**src/rtl/mult_accum.sv**
```systemverilog
// mult_accum: per-hardware-thread dot-product accumulator feeding a small output FIFO.
// Optional build macro MULT_ACCUM_SAT_EN: saturating accumulation plus an o_sat flag per result.
module mult_accum #(
  parameter int HT_W       = 4,
  parameter int ACC_W      = 64,
  parameter int LEN_W      = 16,
  parameter int FIFO_DEPTH = 4
) (
  input  logic             ck,
  input  logic             rst,
  input  logic [63:0]      i_res,
  input  logic [HT_W-1:0]  i_htId,
  input  logic             i_vld,
  input  logic [LEN_W-1:0] i_len,
  output logic [ACC_W-1:0] o_res,
  output logic [HT_W-1:0]  o_htId,
  output logic             o_vld,
  input  logic             i_rdy,
  output logic             o_ovf,
  output logic             o_busy
`ifdef MULT_ACCUM_SAT_EN
  ,
  output logic             o_sat
`endif
);

  localparam int N_THR = 2 ** HT_W;
  localparam int PTR_W = (FIFO_DEPTH > 1) ? $clog2(FIFO_DEPTH) : 1;
  localparam int CNT_W = PTR_W + 1;

  // Per-thread contexts
  logic [ACC_W-1:0] acc [N_THR];
  logic [LEN_W-1:0] cnt [N_THR];
`ifdef MULT_ACCUM_SAT_EN
  logic             sat [N_THR];
  logic [ACC_W:0]   sum_full;
  logic             sum_ovf;
  logic             sat_out;
`endif

  logic [LEN_W-1:0] len_eff;
  logic [LEN_W-1:0] len_m1;
  logic [ACC_W-1:0] sum;
  logic             last;

  // Output FIFO storage and control
  logic [ACC_W-1:0] mem_res  [FIFO_DEPTH];
  logic [HT_W-1:0]  mem_ht   [FIFO_DEPTH];
`ifdef MULT_ACCUM_SAT_EN
  logic             mem_sat  [FIFO_DEPTH];
`endif
  logic [PTR_W-1:0] wr_ptr;
  logic [PTR_W-1:0] rd_ptr;
  logic [CNT_W-1:0] count;
  logic             full;
  logic             empty;
  logic             push_req;
  logic             push;
  logic             pop;
  logic             drop;
  logic             ovf_q;
  logic             busy;

  // Accumulate datapath: one context read and one write per cycle, so
  // back-to-back products on a thread always see the freshest sum.
  always_comb begin
    len_eff = (i_len == '0) ? LEN_W'(1) : i_len;
    len_m1  = len_eff - LEN_W'(1);
    last    = (cnt[i_htId] >= len_m1);
`ifdef MULT_ACCUM_SAT_EN
    sum_full = {1'b0, acc[i_htId]} + (ACC_W + 1)'(i_res);
    sum_ovf  = sum_full[ACC_W];
    sum      = sum_ovf ? {ACC_W{1'b1}} : sum_full[ACC_W-1:0];
    sat_out  = sat[i_htId] | sum_ovf;
`else
    sum      = acc[i_htId] + ACC_W'(i_res);
`endif
  end

  always_ff @(posedge ck) begin
    if (rst) begin
      for (int t = 0; t < N_THR; t++) begin
        acc[t] <= '0;
        cnt[t] <= '0;
`ifdef MULT_ACCUM_SAT_EN
        sat[t] <= 1'b0;
`endif
      end
    end else if (i_vld) begin
      if (last) begin
        acc[i_htId] <= '0;
        cnt[i_htId] <= '0;
`ifdef MULT_ACCUM_SAT_EN
        sat[i_htId] <= 1'b0;
`endif
      end else begin
        acc[i_htId] <= sum;
        cnt[i_htId] <= cnt[i_htId] + LEN_W'(1);
`ifdef MULT_ACCUM_SAT_EN
        sat[i_htId] <= sat_out;
`endif
      end
    end
  end

  // Handshake: the head entry transfers on any posedge where o_vld && i_rdy.
  // o_vld never depends on i_rdy, and a new result is never bypassed to the head.
  always_comb begin
    empty    = (count == '0);
    full     = (count == CNT_W'(FIFO_DEPTH));
    push_req = i_vld && last;
    pop      = !empty && i_rdy;
    push     = push_req && (!full || pop);
    drop     = push_req && full && !pop;
  end

  always_ff @(posedge ck) begin
    if (rst) begin
      wr_ptr <= '0;
      rd_ptr <= '0;
      count  <= '0;
      ovf_q  <= 1'b0;
    end else begin
      if (push) begin
        mem_res[wr_ptr] <= sum;
        mem_ht[wr_ptr]  <= i_htId;
`ifdef MULT_ACCUM_SAT_EN
        mem_sat[wr_ptr] <= sat_out;
`endif
        wr_ptr <= wr_ptr + PTR_W'(1);
      end
      if (pop) begin
        rd_ptr <= rd_ptr + PTR_W'(1);
      end
      case ({push, pop})
        2'b10:   count <= count + CNT_W'(1);
        2'b01:   count <= count - CNT_W'(1);
        default: count <= count;
      endcase
      if (drop) begin
        ovf_q <= 1'b1;
      end
    end
  end

  always_comb begin
    busy = 1'b0;
    for (int t = 0; t < N_THR; t++) begin
      busy = busy | (cnt[t] != '0);
    end
  end

  always_comb begin
    o_vld  = !empty;
    o_res  = empty ? '0 : mem_res[rd_ptr];
    o_htId = empty ? '0 : mem_ht[rd_ptr];
    o_ovf  = ovf_q;
    o_busy = busy;
`ifdef MULT_ACCUM_SAT_EN
    o_sat  = empty ? 1'b0 : mem_sat[rd_ptr];
`endif
  end

endmodule
```
**config.mk**
```make
export PLATFORM = sky130hd
export DESIGN_NAME = mult_accum
export DESIGN_NICKNAME = d
export VERILOG_FILES = /design/src/rtl/mult_accum.sv
export SDC_FILE = /design/constraint.sdc
export NUM_CORES = 2
export LEC_CHECK = 0
export ABC_AREA = 1
export CORE_MARGIN = 5
export CORE_UTILIZATION = 50
export CTS_CLUSTER_DIAMETER = 100
export DETAILED_ROUTE_END_ITERATION = 16
export PLACE_DENSITY_LB_ADDON = 0.3
export SLEW_MARGIN = 20
export SYNTH_ARGS = -nofsm -noshare
export SYNTH_HDL_FRONTEND = slang
export SYNTH_SLANG_ARGS = --single-unit
```
**constraint.sdc**
```tcl
create_clock -name ck -period 9.9 [get_ports ck]
set_clock_uncertainty 0.2 [all_clocks]
set_input_delay 1.485 -clock ck [delete_from_list [all_inputs] [get_ports ck]]
set_output_delay 1.485 -clock ck [all_outputs]
set_load 0.01 [all_outputs]
```
# Yosys cells after proc, flatten, opt, wreduce, memory -nomap -nowiden
# Memory sizes are Yosys's and may differ from the RTL's. A register that Yosys moved wholly into a read port is not among the register bits.
# Cells that the tools add are included.
dict set report op_classes {
  n_addsub 7
  n_lt_le_gt_ge 1
  n_eq_ne 3
  mux 29
  bitwise_logic 17
  n_reduce_logical 30
}
# operator count
set op_table {}
lappend op_table {{nonzero test 16 bit} 16}
lappend op_table {{2-to-1 mux 64 bit} 3}
lappend op_table {{adder 64 bit} 1}
lappend op_table {{OR reduction 64 bit} 1}
lappend op_table {{2-to-1 mux 16 bit} 3}
lappend op_table {{OR 1 bit} 17}
lappend op_table {{adder 16 x 1 -> 16 bit, second input constant} 1}
lappend op_table {{greater-or-equal comparator 16 bit} 1}
lappend op_table {{logical NOT 16 bit} 1}
lappend op_table {{OR reduction 16 bit} 1}
lappend op_table {{subtractor 16 x 1 -> 16 bit, second input constant} 1}
lappend op_table {{2-to-1 mux 1 bit} 15}
lappend op_table {{2-to-1 mux 4 bit} 3}
lappend op_table {{2-to-1 mux 2 bit} 4}
lappend op_table {{case mux 3 bit (2 select lines)} 1}
lappend op_table {{logical AND 1 bit} 5}
lappend op_table {{adder 2 x 1 -> 2 bit, second input constant} 2}
lappend op_table {{adder 3 x 1 -> 3 bit, second input constant} 1}
lappend op_table {{== test 3 bit, second input constant} 1}
lappend op_table {{logical NOT 1 bit} 3}
lappend op_table {{logical NOT 3 bit} 1}
lappend op_table {{subtractor 3 x 1 -> 3 bit, second input constant} 1}
lappend op_table {{== test 2 x 1 -> 1 bit, second input constant} 1}
lappend op_table {{== test 2 bit, second input constant} 1}
lappend op_table {{other kinds (2)} 2}
dict set report word_totals {
  reg_bits 8
  ram_bits 1552
  in_bits 88
  out_inout_bits 71
  elab_cells 95
  mem_count 4
}
# memory words word_bits read_ports rd_clocked_by_memory_dff wr line
set mem_list {}
lappend mem_list {acc 16 64 1 0 16 32} ;# logic [ACC_W-1:0] acc [N_THR];
lappend mem_list {cnt 16 16 17 0 16 33} ;# logic [LEN_W-1:0] cnt [N_THR];
lappend mem_list {mem_res 4 64 1 1 1 47} ;# logic [ACC_W-1:0] mem_res [FIFO_DEPTH];
lappend mem_list {mem_ht 4 4 1 1 1 48} ;# logic [HT_W-1:0] mem_ht [FIFO_DEPTH];

# Depth between registers and ports, before layout
dict set report logic_depth {
  word_depth 16
  ltp_mapped 29
  depth_no_buf 27
}

# Least setup slack after synthesis
# No wires, ideal clock.
dict set report synth_timing {
  kind {input -> register}
  start {input port i_len[4]}
  end {memory mem_ht[0][0] (enable)}
  setup_ps 495
  arrival_ps 6648
  required_ps 9205
  path_slack_ps 2557
  path_stages 22
  n_path_buf 0
  path_cell_list {nor2_1 > nand3_1 > nor2_1 > nand3_1 > nand2_1 > inv_1 > ha_1 > nand3_1 > inv_1 > nand2_1 > nor3_1 > xor2_1 > inv_1 > ha_1 > nand2_1 > nor3_1 > nand3_1 > nand3_1 > nand2_1 > inv_1 > nand3_1 > nor2_1}
}
dict set report synth_via {
  elab_chain_cells 9
}
# item line
set synth_lines {}
lappend synth_lines {{start, declared} 14} ;# input logic [LEN_W-1:0] i_len,
lappend synth_lines {{logical NOT 16 bit} 67} ;# len_eff = (i_len == '0) ? LEN_W'(1) : i_len;
lappend synth_lines {{2-to-1 mux 16 bit (*)} 67}
lappend synth_lines {{subtractor 16 x 1 -> 16 bit (*)} 68} ;# len_m1 = len_eff - LEN_W'(1);
lappend synth_lines {{greater-or-equal comparator 16 bit (*)} 69} ;# last = (cnt[i_htId] >= len_m1);
lappend synth_lines {{logical AND 1 bit (*)} 111} ;# push_req = i_vld && last;
lappend synth_lines {{logical AND 1 bit (*)} 113} ;# push = push_req && (!full || pop);
lappend synth_lines {{2-to-1 mux 1 bit (*)} 124} ;# if (push) begin
lappend synth_lines {{2-to-1 mux 1 bit (*)} 118} ;# if (rst) begin
lappend synth_lines {{2-to-1 mux 1 bit (not written as such) (*)} 126} ;# mem_ht[wr_ptr] <= i_htId;
lappend synth_lines {{end, declared} 48}
# Mark *: on every way between the ends. The rest lies on a longest branch, timed or not.

==> key figures <==
Detailed routing
  • Avg WL per Cell: 28.0 um
  • Vias per cell: roughly 6.3
  • Remaining DRCs: 0
  • Routed Antenna Nets: 0
  • Via Count: 54300
  • Drt first-iter violations: slightly below 8000
  • Final WL: 242 mm
  • DRT Pass-1 Iters: 9

Pwr
  • Sequential power share: 0.487
  • Switching power: about 4.4 mW
  • Worst vdd ir: between 0.15 and 0.2 mV
  • Clk pwr share: 0.368
  • Int Power: 11.4 mW
  • Power Density: roughly 200 nW/um^2
  • Gate power share: 0.145
  • Leak: approximately 28 nW
  • Sw Ratio: 0.278

Final layout
  • Antenna cells: 0
  • Fin nets: slightly below 7000
  • Share of layout cells above drive strength 1: 0.0612
  • Layout area overhead: 11.6%
  • Layout Cells excl Fill: about 8700
  • Fin area: approximately 80000 um^2
  • Fillers: 11800

Clock network
  • Clock Tree Buf Depth: 3
  • Hold buffers post-CTS: 0
  • # resized after CTS: 0
  • Root Driver: clkbuf_16
  • CTS tree: built
  • Clk pin slew, worst setup/hold paths: 0.06 ns
  • Skew-Pair Late Insertion Delay: 0.82 ns
  • Number of clock sinks: 1562
  • Postcts setup bufs: 0
  • CTS HTree Levels: 4
  • Num CTS Buffers: ~160

Floorplan
  • Num rows: around 140
  • I/O pin cnt: roughly 160
  • Total core area: around 140000 um^2
  • Die area: around 150000 um^2
  • Die H: 388 um
  • Initial core utilization: 0.504
  • DIE WIDTH: slightly below 400 um

STA
  • Hold WS: between 0.2 and 0.3 ns
  • Relative slew margins: 0.171
  • Setup TNS: 0 ns
  • Post-route clock period utilization: 0.723
  • F_max: between 100 and 150 MHz
  • Final WS setup: about 2.7 ns
  • Setup-failing EPs final: 0
  • RSZ-0062 raised after global routing: no
  • Min Tclk post-route: just over 7 ns
  • Tightest Pin Transition: 1.24 ns
  • Max-slew violations: 0
  • Final hold vios: 0

Setup path
  • CP Capture Point: cnt[15][6]$_SDFFCE_PN0P_
  • Crit path launch type: input port
  • Worst Path Required: roughly 10 ns
  • Worst R2R Start: cnt[0][6]$_SDFFCE_PN0P_
  • Class of the most critical setup path: in2reg
  • Reg2reg setup slack: roughly 4.8 ns
  • Crit Reg-Reg Endpoint: cnt[15][6]$_SDFFCE_PN0P_
  • Crit path DAT: about 7.6 ns
  • Worst setup EP type: flip-flop
  • R2R cell count: 19
  • Critical path origin: i_htId[2]
  • Crit-path max FO: 22

Synthesis
  • Synth cell types: 46
  • Area contributors post-synth: edfxtp_1 (65%), nor2_1 (9.1%), a22oi_1 (5.4%), nand2_1 (5.3%), clkbuf_1 (1.7%)
  • Area share of the largest cell type after synthesis: 0.651
  • Synth cell count leaders: nor2_1 (1740), edfxtp_1 (1552), nand2_1 (1017)
  • Synth Flop Type: edfxtp_1
  • Yosys reg bits: between 1500 and 2000
  • Ys Warns: 0
  • Area leader, netlist: edfxtp_1
  • Ys async rst share: 0
  • Syn Area/Cell: 10.7 um^2
  • Synth Cell Area: approximately 70000 um^2
  • Synthesized net count: 6849
  • EDFF count, synth: 1552
  • Sequential-to-total area share from yosys stat: 0.654
  • Top-count cell post-synth: nor2_1
  • Synth Instances: 6674

Placed design
  • DP Worst Slack: 2.24 ns
  • GPL Wtd Cong: 1.01
  • Placed wire-length estimate: about 140 mm
  • Area after DPL: 74800 um^2
  • Port bufs: roughly 160
  • # placed instances: approximately 8400

GRT
  • Total GRT Usage: 0.313
  • Grt total ovfl: 0
  • Number of global-route vias before repair: 52000
  • Largest net degree at the start of global routing: 156
  • Global-route wire length before repair: 349 mm
  • Initial antenna violation count: 2

Min path
  • Worst hold start: rd_ptr[1]$_SDFFE_PP0P_
  • Hold Crit Class: reg2reg

Job
  • Max Cap Viol: 0

Run status
  • Status: complete, no violations
-- cell usage in the layout, fill, tap and decap left out, types with 46 or more instances in the layout --
cell and count:
a2111o_1 62, edfxtp_1 1552, ha_1 85, a21oi_1 241, buf_4 88, nor4_1 61, clkinv_1 46, nand2_1 984
clkdlybuf4s50_1 156, a21boi_0 126, a22oi_1 516, o21ai_0 202, nand3_1 105, nor2_1 1733, inv_1 232, clkbuf_16 161
-- worst max-delay path, stage by stage --
cell and delay [ns]:
clkdlybuf4s50_1 0.77, inv_1 0.14, nor2_4 0.90, buf_4 0.62, nand2_1 0.10, nand2_1 0.09
nor2_2 0.07, inv_1 0.11, ha_1 0.26, a21oi_1 0.17, o21a_1 0.12, nand2_1 0.05
nand2_1 0.05, nand3_1 0.32, nor2_4 0.79, clkinv_1 0.76, a21oi_1 0.34, o21ai_2 0.24
nor2_1 0.15
-- power groups by stage --
| stage | sequential [mW] | clock, mW | combinational, mW |
|---|---|---|---|
| floorplan | 7.78 | 0 | 1.18 |
| global placement | 7.79 | 0 | 2.16 |
| detailed placement | 7.80 | 0 | 2.19 |
| CTS | 7.66 | 5.81 | 2.20 |
| global route | 7.68 | 6.11 | 2.39 |
| finish | 7.66 | 5.80 | 2.28 |
-- how the worst min path moves through the flow --
stage / to / slack (ns) / cells after the start
5_1_grt: flip-flop / 0.30 / 1
6_report: flip-flop / 0.28 / 2
2_1_floorplan: flip-flop / 0.24 / 2
3_3_place_gp: rd_ptr[0]$_SDFFE_PP0P_ / 0.25 / 1
4_1_cts: flip-flop / 0.28 / 1
3_5_place_dp: flip-flop / 0.26 / 1
-- area by class of cell --
type | count | area, um^2 | share of cell area
clock inverter | 91 | 771 | 0.00965
inverter | 242 | 920 | 0.0115
sequential | 1562 | 46800 | 0.586
clock buffer | 200 | 4210 | 0.0527
multi-input combinational | 4415 | 22200 | 0.279
tap | 1890 | 2360 | 0.0296
timing repair buffer | 260 | 2530 | 0.0317
-- logic make-up (layout without fill, tap and decap cells) --
group | after synthesis | in the layout | share of synthesized area
AO/OA/AOI/OAI | 1187 | 1187 | 0.112
XOR/XNOR | 42 | 42 | 0.00514
AND/OR/NAND/NOR | 3099 | 3099 | 0.173
flip-flops | 1562 | 1562 | 0.654
buffers and inverters | 697 | 793 | 0.0398
adder cells (fa/ha/maj) | 87 | 87 | 0.0154
-- metrics by stage --
step | utilization | total power, mW
floorplan | - | 8.97
global placement | 0.527 | 9.95
detailed placement | 0.527 | 9.99
CTS | 0.562 | 15.7
global route | 0.562 | 16.2
finish | 0.562 | 15.7
-- flip-flops by register name, indices dropped and copies added, names as in the netlist, named ones only --
signal,count
acc,1024
cnt,256
count,3
mem_ht,16
mem_res,256
o_ovf,1
rd_ptr,2
wr_ptr,2
-- routing by layer --
layer	global-route usage	wire [um]	vias up
li1	-	-	23400
met1	0.418	87600	26300
met2	0.478	108000	3923
met3	0.0984	35800	713
met4	0.130	11400	0
met5	0	0	-
Note: power is estimated with default switching activity, not from simulation.
